File: config.mk
export PLATFORM = sky130hd
export DESIGN_NAME = ram_port_arbiter
export DESIGN_NICKNAME = d
export VERILOG_FILES = /design/src/rtl/ram_port_arbiter.sv
export SDC_FILE = /design/constraint.sdc
export NUM_CORES = 1
export LEC_CHECK = 0
export CAP_MARGIN = 15
export CORE_ASPECT_RATIO = 1.75
export CORE_UTILIZATION = 40
export DETAILED_ROUTE_END_ITERATION = 10
export GPL_ROUTABILITY_DRIVEN = 1
export PLACE_DENSITY = 0.88
export SETUP_SLACK_MARGIN = 0.15
export SLEW_MARGIN = 20
export SYNTH_ARGS = -nofsm -noshare
export SYNTH_HDL_FRONTEND = slang
export SYNTH_SLANG_ARGS = --single-unit
File: constraint.sdc
create_clock -name i_clk -period 2.6 [get_ports i_clk]
set_input_delay 0.39 -clock i_clk [delete_from_list [all_inputs] [get_ports i_clk]]
set_output_delay 0.39 -clock i_clk [all_outputs]
set_load 0.01 [all_outputs]
File: src/rtl/ram_port_arbiter.sv
// ram_port_arbiter: serialises NUM_REQ requesters onto the single 256x16 data RAM.
// Optional: define RAM_ARB_ROUND_ROBIN_EN for round-robin arbitration (default: fixed priority).
module ram_port_arbiter #(
    parameter int unsigned NUM_REQ    = 3,
    parameter int unsigned DATA_WIDTH = 16,
    parameter int unsigned ADDR_WIDTH = 8
) (
    input  logic                             i_clk,
    input  logic                             i_reset,
    input  logic [NUM_REQ-1:0]               i_req,
    input  logic [NUM_REQ-1:0]               i_req_we,
    input  logic [NUM_REQ*ADDR_WIDTH-1:0]    i_req_addr,
    input  logic [NUM_REQ*DATA_WIDTH-1:0]    i_req_wdata,
    output logic [NUM_REQ-1:0]               o_ack,
    output logic [DATA_WIDTH-1:0]            o_rdata,
    output logic                             o_busy,
    output logic [DATA_WIDTH-1:0]            o_ram_opcode,
    output logic [DATA_WIDTH-1:0]            o_ram_operand,
    output logic [DATA_WIDTH-1:0]            o_ram_write_data,
    output logic                             o_ram_read_en,
    output logic                             o_ram_write_en,
    input  logic [DATA_WIDTH-1:0]            i_ram_read_data
);

    localparam int unsigned IDX_W = (NUM_REQ > 1) ? $clog2(NUM_REQ) : 1;
    localparam logic [DATA_WIDTH-1:0] OP_WRITE = DATA_WIDTH'(16'h9100);
    localparam logic [DATA_WIDTH-1:0] OP_READ  = DATA_WIDTH'(16'h9200);

    typedef enum logic [1:0] {StIdle, StAccess, StResp} state_e;

    state_e                  r_state;
    state_e                  w_state_next;
    logic [IDX_W-1:0]        r_winner;
    logic [IDX_W-1:0]        w_grant;
    logic                    r_we;
    logic [ADDR_WIDTH-1:0]   r_addr;
    logic [DATA_WIDTH-1:0]   r_wdata;
    logic [DATA_WIDTH-1:0]   r_rdata;
    logic                    w_we;
    logic [ADDR_WIDTH-1:0]   w_addr;
    logic [DATA_WIDTH-1:0]   w_wdata;
    logic                    w_any_req;

    assign w_any_req = |i_req;

`ifdef RAM_ARB_ROUND_ROBIN_EN
    logic [IDX_W-1:0] r_rr_ptr;
    logic [IDX_W-1:0] w_grant_hi;
    logic [IDX_W-1:0] w_grant_lo;
    logic             w_found_hi;
    logic             w_found_lo;

    // Lowest requester at or above the pointer wins; otherwise wrap to the lowest overall.
    always_comb begin
        w_grant_hi = '0;
        w_grant_lo = '0;
        w_found_hi = 1'b0;
        w_found_lo = 1'b0;
        for (int i = 0; i < NUM_REQ; i++) begin
            if (i_req[i] && !w_found_hi && (IDX_W'(i) >= r_rr_ptr)) begin
                w_grant_hi = IDX_W'(i);
                w_found_hi = 1'b1;
            end
            if (i_req[i] && !w_found_lo) begin
                w_grant_lo = IDX_W'(i);
                w_found_lo = 1'b1;
            end
        end
        w_grant = w_found_hi ? w_grant_hi : w_grant_lo;
    end

    always_ff @(posedge i_clk) begin
        if (i_reset) begin
            r_rr_ptr <= '0;
        end else if (r_state == StIdle && w_any_req) begin
            r_rr_ptr <= (w_grant == IDX_W'(NUM_REQ - 1)) ? '0 : w_grant + 1'b1;
        end
    end
`else
    logic w_found;

    always_comb begin
        w_grant = '0;
        w_found = 1'b0;
        for (int i = 0; i < NUM_REQ; i++) begin
            if (i_req[i] && !w_found) begin
                w_grant = IDX_W'(i);
                w_found = 1'b1;
            end
        end
    end
`endif

    always_comb begin
        w_we    = 1'b0;
        w_addr  = '0;
        w_wdata = '0;
        for (int i = 0; i < NUM_REQ; i++) begin
            if (w_grant == IDX_W'(i)) begin
                w_we    = i_req_we[i];
                w_addr  = i_req_addr[i*ADDR_WIDTH +: ADDR_WIDTH];
                w_wdata = i_req_wdata[i*DATA_WIDTH +: DATA_WIDTH];
            end
        end
    end

    always_comb begin
        w_state_next   = r_state;
        o_ack          = '0;
        o_ram_opcode   = '0;
        o_ram_read_en  = 1'b0;
        o_ram_write_en = 1'b0;
        unique case (r_state)
            StIdle: begin
                if (w_any_req) w_state_next = StAccess;
            end
            StAccess: begin
                w_state_next   = StResp;
                o_ram_opcode   = r_we ? OP_WRITE : OP_READ;
                o_ram_write_en = r_we;
                o_ram_read_en  = !r_we;
            end
            StResp: begin
                w_state_next = StIdle;
                for (int i = 0; i < NUM_REQ; i++) begin
                    if (r_winner == IDX_W'(i)) o_ack[i] = 1'b1;
                end
            end
            default: w_state_next = StIdle;
        endcase
    end

    always_ff @(posedge i_clk) begin
        if (i_reset) begin
            r_state  <= StIdle;
            r_winner <= '0;
            r_we     <= 1'b0;
            r_addr   <= '0;
            r_wdata  <= '0;
            r_rdata  <= '0;
        end else begin
            r_state <= w_state_next;
            if (r_state == StIdle && w_any_req) begin
                r_winner <= w_grant;
                r_we     <= w_we;
                r_addr   <= w_addr;
                r_wdata  <= w_wdata;
            end
            if (r_state == StAccess && !r_we) begin
                r_rdata <= i_ram_read_data;
            end
        end
    end

    assign o_busy           = (r_state != StIdle);
    assign o_rdata          = r_rdata;
    assign o_ram_operand    = DATA_WIDTH'(r_addr);
    assign o_ram_write_data = r_wdata;

endmodule

==> flow_summary.json <==
{
  "outcome": "complete, no violations",
  "grt_setup_unrepaired": "false",
  "yosysWarnings": 0,
  "vias": 2704,
  "clock_sinks": 45,
  "power.share.clock": 0.221,
  "power.share.combinational": 0.351,
  "clock_latency_ns": 0.30,
  "cts_buffers": 5,
  "cellLeakagePower_nw": 1.52,
  "io_buffers": 145,
  "drcViolationCount": 0,
  "cts-root-buf": "clkbuf_8",
  "place.gp.congestion": 0.813,
  "die_x_um": 62.9,
  "avgSynthCellArea_um2": 8.10,
  "drt_first_iter_violations": 93,
  "synth-xor-area-share": 0,
  "clk_path_buf_depth": 2,
  "p_sw_w": 0.000568,
  "p_int_w": 0.00132,
  "post_cts_resized": 0,
  "ys_ff_latch": 45,
  "hold_class": "flop to flop",
  "crit_slowest_cell": "clkdlybuf4s50_1",
  "cts_tree": "built",
  "h-tree-depth": 2,
  "setup-violations-final": 0,
  "antenna_left": 0,
  "avgRoutedWirePerCell_um": 14.6,
  "area_growth_pct": 56.9,
  "relSlewSlack": 0.562,
  "startpoint_type": "flop",
  "period_share": 0.903,
  "ys_top_cells_by_count": "nand2_1 (82), dfxtp_1 (45), a21oi_1 (43)",
  "worstSetupPathType": "flop to primary output",
  "yosys.area.top_type_share": 0.347,
  "clkTransAtPathRegs_ns": 0.08,
  "slew_violations": 0,
  "ioPinCount": 166,
  "nNetsFinal": 544,
  "irDropWorstVdd_uv": 265,
  "synth_top_family_by_area": "compound AO/OA/AOI/OAI gates",
  "fmax_mhz": 426,
  "powerDensity_nw_per_um2": 464,
  "synth_area_leaders": "dfxtp_1 (35%), nand2_1 (12%), a311oi_2 (11%), a21oi_1 (8.3%), nand3b_1 (7.5%)",
  "synth_fa_ha_area_frac": 0,
  "worst_pin_slew_ns": 0.657,
  "fin_util": 0.653,
  "synth-async-reset-ratio": 0,
  "grt.overflow.total": 0,
  "dr.pass1.iters": 4,
  "dp_hpwl_um": 5780,
  "critical-path-max-stage-delay_ns": 0.57,
  "grt_max_degree": 30,
  "first_global_vias": 2753,
  "drv_cap": 0,
  "core_um2": 6230,
  "synth_top_cell_by_area": "dfxtp_1",
  "wirelength_um": 7730,
  "hold_viol_final": 0,
  "seq_power_share": 0.427,
  "num_rows": 38,
  "setup_ws_ns": 0.253,
  "synth_ff_type": "dfxtp_1",
  "crit_fanout": 9,
  "antenna_found_initial": 0,
  "muxShareOfSynthArea": 0,
  "post_cts_buffers": 0,
  "start_util": 0.416,
  "skew_ns": 0.00299,
  "yosysSeqAreaShare": 0.347,
  "cts_hold_buffers": 0,
  "synth_area_um2": 2590,
  "routed_via_density": 5.11,
  "fp.dieH_um": 109,
  "fin_crit_ns": 2.35,
  "yosysMostFrequentCell": "nand2_1",
  "cp-end-kind": "primary output",
  "netlist-cell-type-count": 26,
  "whs_ns": 0.455,
  "cp.arrival_ns": 1.96,
  "grt_use_total": 0.226,
  "dp_worst_setup_slack_ns": 0.312,
  "diodes": 0,
  "required_ns": 2.21,
  "yosys.area_share.simple": 0.232,
  "path_cells": "or3b_2, clkinv_1, clkdlybuf4s50_1",
  "synth_enable_flop_cells": 0,
  "grt_pass1_wl_um": 12200,
  "drive_gt1_frac": 0.0935,
  "die-area_um2": 6820,
  "synthCells": 320,
  "synth_compound_area_frac": 0.291,
  "switching_share": 0.301,
  "finalSetupTns_ns": 0
}
==> final timing paths <==
kind,from,end,slack [ns],depth (start not counted)
max,r_state[0],o_ram_read_en,0.25,3
min,o_rdata[11],o_rdata[11],0.46,2
max reg2reg,r_state[1],r_addr[6],1.03,4
min reg2reg,o_rdata[11],o_rdata[11],0.46,2
==> area by class of cell <==
class | instances | area (um2)
clock buffers | 6 | 72.6
multi-input cells | 238 | 1440
well taps | 80 | 100
flip-flops and latches | 45 | 901
fillers | 537 | 2160
repair buffers | 156 | 1540
inverters | 2 | 7.51
clock inverters | 2 | 10.0
==> worst max-delay path, delay by kind of cell (launching register included) <==
| family | cells | cell delay [ns] |
|---|---|---|
| buffers and inverters | 2 | 0.76 |
| DFF | 1 | 0.42 |
| and+or+nand+nor | 1 | 0.48 |
==> cells by family after synthesis <==
| logic type | count (synthesis) |
|---|---|
| compound gates | 95 |
| buf+inv | 56 |
| flops | 45 |
| other cells | 1 |
| simple gates | 123 |
==> placed cells by master, fill, tap and decap left out, types with 2 or more instances in the layout <==
| cell type | synthesis | layout |
|---|---|---|
| a311oi_1 | 6 | 6 |
| clkbuf_8 | 0 | 5 |
| nand2_1 | 82 | 82 |
| buf_4 | 24 | 10 |
| nand3b_1 | 26 | 26 |
| nor2_1 | 4 | 3 |
| nor2b_1 | 3 | 3 |
| a311oi_2 | 19 | 19 |
| clkdlybuf4s50_1 | 0 | 144 |
| clkinv_2 | 0 | 2 |
| a21o_1 | 25 | 25 |
| dfxtp_1 | 45 | 45 |
| nor4bb_1 | 2 | 2 |
| conb_1 | 1 | 20 |
| a21oi_1 | 43 | 43 |
==> through the flow <==
| stage | area (um2) | total power (W) | cells |
|---|---|---|---|
| after CTS | 4070 | 0.00190 | 529 |
| final | 4070 | 0.00189 | 529 |
| after detailed placement | 3990 | 0.00148 | 521 |
| after global placement | 3990 | 0.00147 | 521 |
| after global routing | 4070 | 0.00199 | 529 |
| after floorplan | 2660 | 0.00117 | 339 |
==> routing by layer <==
layer	vias up	GRT usage	share of wire
met3	17	0.0454	0.054
met1	1237	0.218	0.36
li1	1323	-	-
met4	0	0.105	0.027
met2	127	0.449	0.55
met5	-	0	0
==> sequential cells by signal, summed over array words and instances, names as in the netlist <==
| register | count |
|---|---|
| o_ram_write_data | 16 |
| o_rdata | 16 |
| r_addr | 8 |
| r_state | 2 |
| r_winner | 2 |
| r_we | 1 |
==> power by group through the flow <==
stage	clock [W]	combinational [W]	sequential, W
2_1_floorplan	0	0.000326	0.000840
3_3_place_gp	0	0.000649	0.000818
3_5_place_dp	0	0.000665	0.000819
4_1_cts	0.000426	0.000667	0.000805
5_1_grt	0.000460	0.000714	0.000812
6_report	0.000417	0.000663	0.000806
Note: power is estimated with default switching activity, not from simulation.
